$ cat src/rtl/nec_ir_tx.sv
// -----------------------------------------------------------------------------
// nec_ir_tx -- NEC-protocol infrared transmitter.
//
// On an accepted start strobe the block latches an 8-bit address and command
// and sends one full NEC frame: a 16-unit leader mark and an 8-unit leader
// space, then 32 data bits {~cmd, cmd, ~addr, addr} LSB first, then a 1-unit
// stop mark. It then holds a space until the frame period (FRAME_UNITS units,
// counted from the start of the leader) has elapsed. Each data bit is a 1-unit
// mark followed by a 1-unit space (bit 0) or a 3-unit space (bit 1). Marks are
// gated with a carrier of roughly 38 kHz and 1/3 duty.
//
// Optional feature (define IR_REPEAT_EN): if tx_repeat is high when the frame
// period ends, the block sends NEC repeat frames (16-unit mark, 4-unit space,
// 1-unit stop mark, then gap to the frame period) instead of finishing. done
// pulses only after the last frame.
//
// Ports
//   clk50m     in   1  system clock, 50 MHz
//   reset_n    in   1  asynchronous active-low reset
//   tx_start   in   1  send request, accepted only while idle and not on done
//   tx_addr    in   8  NEC address, latched on accept
//   tx_cmd     in   8  NEC command, latched on accept
//   tx_repeat  in   1  repeat-code request (IR_REPEAT_EN builds only)
//   busy       out  1  high from the cycle after accept to the end of the frame
//   done       out  1  one-cycle pulse when the last frame period ends
//   ir_env     out  1  unmodulated envelope, 1 = mark
//   ir_out     out  1  LED drive, envelope AND carrier (registered)
// -----------------------------------------------------------------------------
module nec_ir_tx #(
    parameter int unsigned TICK_CYCLES  = 28125, // clk cycles per NEC unit
    parameter int unsigned CARRIER_DIV  = 1316,  // clk cycles per carrier period
    parameter int unsigned CARRIER_HIGH = 439,   // carrier high cycles, < CARRIER_DIV
    parameter int unsigned FRAME_UNITS  = 192    // frame period in units
) (
    input  logic       clk50m,
    input  logic       reset_n,
    input  logic       tx_start,
    input  logic [7:0] tx_addr,
    input  logic [7:0] tx_cmd,
    input  logic       tx_repeat,
    output logic       busy,
    output logic       done,
    output logic       ir_env,
    output logic       ir_out
);

    localparam int TICK_W = $clog2(TICK_CYCLES + 1);
    localparam int CARR_W = $clog2(CARRIER_DIV + 1);

    localparam logic [TICK_W-1:0] TICK_LAST  = TICK_W'(TICK_CYCLES - 1);
    localparam logic [CARR_W-1:0] CARR_LAST  = CARR_W'(CARRIER_DIV - 1);
    localparam logic [CARR_W-1:0] CARR_HI    = CARR_W'(CARRIER_HIGH);
    localparam logic [7:0]        FRAME_LAST = 8'(FRAME_UNITS - 1);

`ifdef IR_REPEAT_EN
    typedef enum logic [2:0] {
        IDLE, LEAD_MARK, LEAD_SPACE, BIT_MARK, BIT_SPACE, STOP_MARK, GAP, RPT_SPACE
    } state_t;
`else
    typedef enum logic [2:0] {
        IDLE, LEAD_MARK, LEAD_SPACE, BIT_MARK, BIT_SPACE, STOP_MARK, GAP
    } state_t;
`endif

    state_t              state_q, state_d;
    logic [TICK_W-1:0]   unit_cnt_q;   // clk cycles within the current unit
    logic [4:0]          unit_idx_q;   // units completed within the current state
    logic [7:0]          frame_cnt_q;  // units completed since leader start
    logic [4:0]          bit_idx_q;    // data bit being sent
    logic [CARR_W-1:0]   carr_q, carr_d;
    logic [31:0]         data_q;

    logic                unit_end;
    logic                state_end;
    logic [4:0]          unit_last;    // duration of the current state, minus one
    logic                accept;
    logic                done_d;
    logic                enter;        // next cycle is the first of a new state
    logic                mark_d;

`ifdef IR_REPEAT_EN
    logic                rpt_q, rpt_d; // current frame is a repeat frame
`else
    logic                unused_repeat;
    assign unused_repeat = tx_repeat;
`endif

    assign unit_end = (unit_cnt_q == TICK_LAST);

    always_comb begin
        // NOTE: every signal written here gets a default first, so no path
        // through the case statements can leave one unassigned and infer a latch.
        state_d   = state_q;
        accept    = 1'b0;
        done_d    = 1'b0;
        unit_last = 5'd0;
`ifdef IR_REPEAT_EN
        rpt_d     = rpt_q;
`endif

        case (state_q)
            LEAD_MARK:  unit_last = 5'd15;
            LEAD_SPACE: unit_last = 5'd7;
            BIT_SPACE:  unit_last = data_q[bit_idx_q] ? 5'd2 : 5'd0;
`ifdef IR_REPEAT_EN
            RPT_SPACE:  unit_last = 5'd3;
`endif
            default:    unit_last = 5'd0;
        endcase

        state_end = unit_end && (unit_idx_q == unit_last);

        case (state_q)
            IDLE: begin
                // The done cycle is still idle but must not accept a new frame.
                if (tx_start && !done) begin
                    state_d = LEAD_MARK;
                    accept  = 1'b1;
`ifdef IR_REPEAT_EN
                    rpt_d   = 1'b0;
`endif
                end
            end
            LEAD_MARK: begin
                if (state_end) begin
`ifdef IR_REPEAT_EN
                    state_d = rpt_q ? RPT_SPACE : LEAD_SPACE;
`else
                    state_d = LEAD_SPACE;
`endif
                end
            end
            LEAD_SPACE: if (state_end) state_d = BIT_MARK;
            BIT_MARK:   if (state_end) state_d = BIT_SPACE;
            BIT_SPACE:  if (state_end) state_d = (bit_idx_q == 5'd31) ? STOP_MARK : BIT_MARK;
`ifdef IR_REPEAT_EN
            RPT_SPACE:  if (state_end) state_d = STOP_MARK;
`endif
            STOP_MARK:  if (state_end) state_d = GAP;
            GAP: begin
                if (unit_end && frame_cnt_q == FRAME_LAST) begin
`ifdef IR_REPEAT_EN
                    if (tx_repeat) begin
                        state_d = LEAD_MARK;
                        rpt_d   = 1'b1;
                    end else begin
                        state_d = IDLE;
                        done_d  = 1'b1;
                    end
`else
                    state_d = IDLE;
                    done_d  = 1'b1;
`endif
                end
            end
            default: state_d = IDLE;
        endcase
    end

    assign enter  = (state_d != state_q);
    assign mark_d = (state_d == LEAD_MARK) || (state_d == BIT_MARK) || (state_d == STOP_MARK);

    // The carrier restarts on every mark entry so each mark opens with a high phase.
    always_comb begin
        if (state_d == IDLE || (enter && mark_d)) begin
            carr_d = '0;
        end else if (carr_q == CARR_LAST) begin
            carr_d = '0;
        end else begin
            carr_d = carr_q + 1'b1;
        end
    end

    // NOTE: sequential state uses non-blocking assignments so every register
    // samples the pre-edge values, independent of statement order.
    always_ff @(posedge clk50m or negedge reset_n) begin
        if (!reset_n) begin
            state_q     <= IDLE;
            unit_cnt_q  <= '0;
            unit_idx_q  <= '0;
            frame_cnt_q <= '0;
            bit_idx_q   <= '0;
            carr_q      <= '0;
            data_q      <= '0;
            busy        <= 1'b0;
            done        <= 1'b0;
            ir_env      <= 1'b0;
            ir_out      <= 1'b0;
`ifdef IR_REPEAT_EN
            rpt_q       <= 1'b0;
`endif
        end else begin
            state_q <= state_d;
            carr_q  <= carr_d;

            if (state_d == IDLE || enter || unit_end) begin
                unit_cnt_q <= '0;
            end else begin
                unit_cnt_q <= unit_cnt_q + 1'b1;
            end

            if (enter) begin
                unit_idx_q <= '0;
            end else if (unit_end) begin
                unit_idx_q <= unit_idx_q + 1'b1;
            end

            if (enter && state_d == LEAD_MARK) begin
                frame_cnt_q <= '0;
            end else if (unit_end) begin
                frame_cnt_q <= frame_cnt_q + 1'b1;
            end

            // Advances once per finished bit; wraps back to 0 after bit 31.
            if (state_q == BIT_SPACE && enter) begin
                bit_idx_q <= bit_idx_q + 1'b1;
            end

            if (accept) begin
                data_q <= {~tx_cmd, tx_cmd, ~tx_addr, tx_addr};
            end

            busy   <= (state_d != IDLE);
            done   <= done_d;
            ir_env <= mark_d;
            ir_out <= mark_d && (carr_d < CARR_HI);
`ifdef IR_REPEAT_EN
            rpt_q  <= rpt_d;
`endif
        end
    end

endmodule

$ cat config.mk
export PLATFORM = sky130hd
export DESIGN_NAME = nec_ir_tx
export DESIGN_NICKNAME = d
export VERILOG_FILES = /design/src/rtl/nec_ir_tx.sv
export SDC_FILE = /design/constraint.sdc
export NUM_CORES = 1
export LEC_CHECK = 0
export CORE_MARGIN = 3
export CORE_UTILIZATION = 38
export DETAILED_ROUTE_END_ITERATION = 10
export PLACE_DENSITY = 0.63
export SLEW_MARGIN = 20
export SYNTH_ARGS = -nofsm -noshare
export SYNTH_HDL_FRONTEND = slang
export SYNTH_SLANG_ARGS = --single-unit
$ cat constraint.sdc
create_clock -name clk50m -period 6.7 [get_ports clk50m]
set_clock_uncertainty 0.1 [all_clocks]
set_input_delay 1.34 -clock clk50m [delete_from_list [all_inputs] [get_ports clk50m]]
set_output_delay 1.34 -clock clk50m [all_outputs]
set_load 0.02 [all_outputs]
==> results.txt <==
first-pass GRT wire length - 13660 microns
CTS tree - built
WL/cell - 13.79 microns
Pwr Density - 208.0 nW/um^2
Seq cells post-synth - 83
DRT iter0 DRCs - 204
die height - 112.8 microns
root buffer cell - clkbuf_16
Fin Setup TNS - 0 ps
Clock transition at path regs - 60 ps
total leakage power - 2.061 nW
Yosys warning count - 0
EDFF count, synth - 0
top_reg_cell synth - dfrtp_1
largest cells by area after synthesis - dfrtp_1 (48%), mux2_2 (5.7%), xnor2_1 (4.6%)
hold crit path type - flop to flop
f_max - 0.3003 GHz
WS Path Type - flop to flop
Hold Buf Count CTS - 0
vias in the first global route - 2889
WP data arrival - 3480 ps
Via density - 5.187
global route overflow - 0
post-synthesis xor/xnor area fraction - 8.314%
# resized after CTS - 0
Synth Area in Simple Gates - 19.00%
core area - 10980 sq um
adder-cell share of the synthesized area - 2.021%
Final Hold Fails - 0
initial antenna violation count - 0
crit end category - flop
Tmin final - 3331 ps
PortBufs - 22
Slowest cell on crit path - dfrtp_1
worst skew pair latency - 330 ps
sequential share of the synthesized area - 47.92%
crit start category - flop
Via Count - 2920
Syn Nets - 432
Max Root-Sink Buffers - 2
H-tree levels - 3
placement row count - 38
cells along the critical path - mux4_1 > mux2_2 > o22ai_2 > a211oi_2 > xnor2_4 > a31oi_2 > a21boi_2 > nor3b_1
pin count of the biggest net entering global routing - 84
cell taking the most area after synthesis - dfrtp_1
critical path peak fanout - 16
Worst path max stage delay - 800 ps
DIE AREA - 12720 sq um
CP required - 6850 ps
Initial DRT Pass Iterations - 4
die width - 112.8 microns
Worst-Margin Slew - 853.1 ps
Max VDD drop - 0.1264 mV
area grow syn2layout - 13.80%
Final Slew Violations - 0
RSZ-0062 raised after global routing - no
TritonCTS buffer count - 9
Post-Syn Instances - 405
io pins - 24
routability-driven placement congestion ratio - 0.7814
status - finished, final reports clean
Syn Area/Cell - 10.70 sq um
Total Power - 1.026 mW
Compound-Gate Fraction of Synth Area - 9.382%
initial core utilization - 39.46%
ant diodes - 0
Syn Std Cell Area - 4334 sq um
final worst path period share - 49.71%
FFs w/ async S/R, synth - 100.0%
ANT nets after route - 0
Slew headroom - 42.69%
max-capacitance violation count - 0
HPWL after DPL - 5168 microns
multiplexer area fraction after synthesis - 10.16%
DRT Wirelength - 7763 microns
largest family of logic cells by synthesized area - simple AND/OR/NAND/NOR gates
final net count - 445
top cell type's share of synthesized area - 47.92%
share of layout cells above drive strength 1 - 14.18%
All-Layer GR Usage - 12.92%
residual DRC count - 0
synth unique cells - 57
Sink Count - 83
Final setup viols - 0
Post-CTS Setup Bufs - 0
[worst max-delay path, delay by kind of cell, from the launching register on]
family / cells / cell delay, ps
AO/OA/AOI/OAI: 4 / 960
multiplexers: 2 / 950
flip-flops: 1 / 800
XOR/XNOR: 1 / 200
AND/OR/NAND/NOR: 1 / 230
[routing by layer]
metal  wire (microns)  GRT usage, %  share of wire, %  up-vias
li1                 -             -                 -     1441
met1             3958         17.91                51     1430
met2             3470         20.02                45       38
met3              175         1.711               2.3       11
met4              159         6.250               2.0        0
met5                0             0                 0        -
[cell usage in the layout (no fill, tap or decap), types with 3 or more instances in the layout]
master	n
and2_1	8
clkdlybuf4s50_1	21
nor3_2	5
nor3b_1	5
nand4_1	6
a21oi_1	29
nand2_1	28
ha_1	7
nand2b_1	3
nand3_1	15
nor2_1	47
and3b_1	3
xor2_1	15
mux2i_1	8
mux2_2	22
inv_1	7
clkbuf_16	9
o21ai_0	6
nor3_1	11
dfrtp_1	83
and3_1	7
and4_1	4
xnor2_1	23
o211ai_1	3
[layout make-up]
class,instances,area (sq um)
Clock buffer,12,256.5
Clock inverter,4,48.80
Fill cell,1002,6051
Inverter,7,26.28
Multi-Input combinational cell,294,2120
Sequential cell,83,2077
Tap cell,140,175.2
Timing Repair Buffer,23,229.0
[synth_stat cells (2+ instances only)]
cell	n
or4b_2	2
o22a_1	2
and3b_1	3
mux4_2	2
nand3_1	15
mux2i_1	8
o211ai_1	3
clkbuf_1	14
nor3b_1	5
xnor2_1	23
a21o_1	2
mux2_2	22
ha_1	7
xor2_1	15
buf_6	2
nor2_1	47
and3_1	8
nand2b_1	3
nor3_1	11
nor3_2	5
and4_1	4
inv_1	7
dfrtp_1	83
and2_1	8
or3_1	2
mux4_1	2
nand4_1	6
nor4_1	2
or2_2	2
nand2_1	28
buf_2	3
a21oi_1	29
o21ai_0	6
[cells by family after synthesis]
family | Yosys count
adder cells (fa/ha/maj) | 7
flip-flops | 83
XOR/XNOR | 39
multiplexers | 35
AO/OA/AOI/OAI | 56
buffers and inverters | 28
AND/OR/NAND/NOR | 157
[worst paths after layout]
path,startpoint,endpoint,slack [ps],cells past startpoint
worst max-delay path,bit_idx_q[1],carr_q[0],3370,8
worst min-delay path,carr_q[0],carr_q[0],390,1
worst max register to register,bit_idx_q[1],carr_q[0],3370,8
worst min register to register,carr_q[0],carr_q[0],390,1
max in group asynchronous,reset_n,unit_cnt_q[5],5030,1
min in group asynchronous,reset_n,data_q[9],950,1
[registers in the layout, indices dropped and copies added, names as in the netlist]
signal / flops
unit_cnt_q: 15
bit_idx_q: 5
state_q: 3
done: 1
carr_q: 11
ir_out: 1
unit_idx_q: 5
ir_env: 1
data_q: 32
busy: 1
frame_cnt_q: 8
[report_power, final]
| group | switching (mW) | total (mW) | internal [mW] |
|---|---|---|---|
| Sequential | 0 | 0.501 | 0.501 |
| Combinational | 0.0120 | 0.0214 | 0.00945 |
| Clock | 0.195 | 0.503 | 0.309 |
| Total | 0.207 | 1.03 | 0.819 |
[stage by stage]
| stage | utilization (%) | area [sq um] | hold WS [ps] | setup slack (ps) | instances |
|---|---|---|---|---|---|
| floorplan | - | 4334 | 364.1 | 3847 | 405 |
| global placement | 42.09 | 4623 | 380.2 | 3266 | 547 |
| detailed placement | 42.09 | 4623 | 387.4 | 3252 | 547 |
| CTS | 44.87 | 4928 | 394.5 | 3334 | 563 |
| global route | 44.91 | 4932 | 407.8 | 3099 | 563 |
| finish | 44.91 | 4932 | 391.9 | 3369 | 563 |
Note: power is estimated with default switching activity, not from simulation.
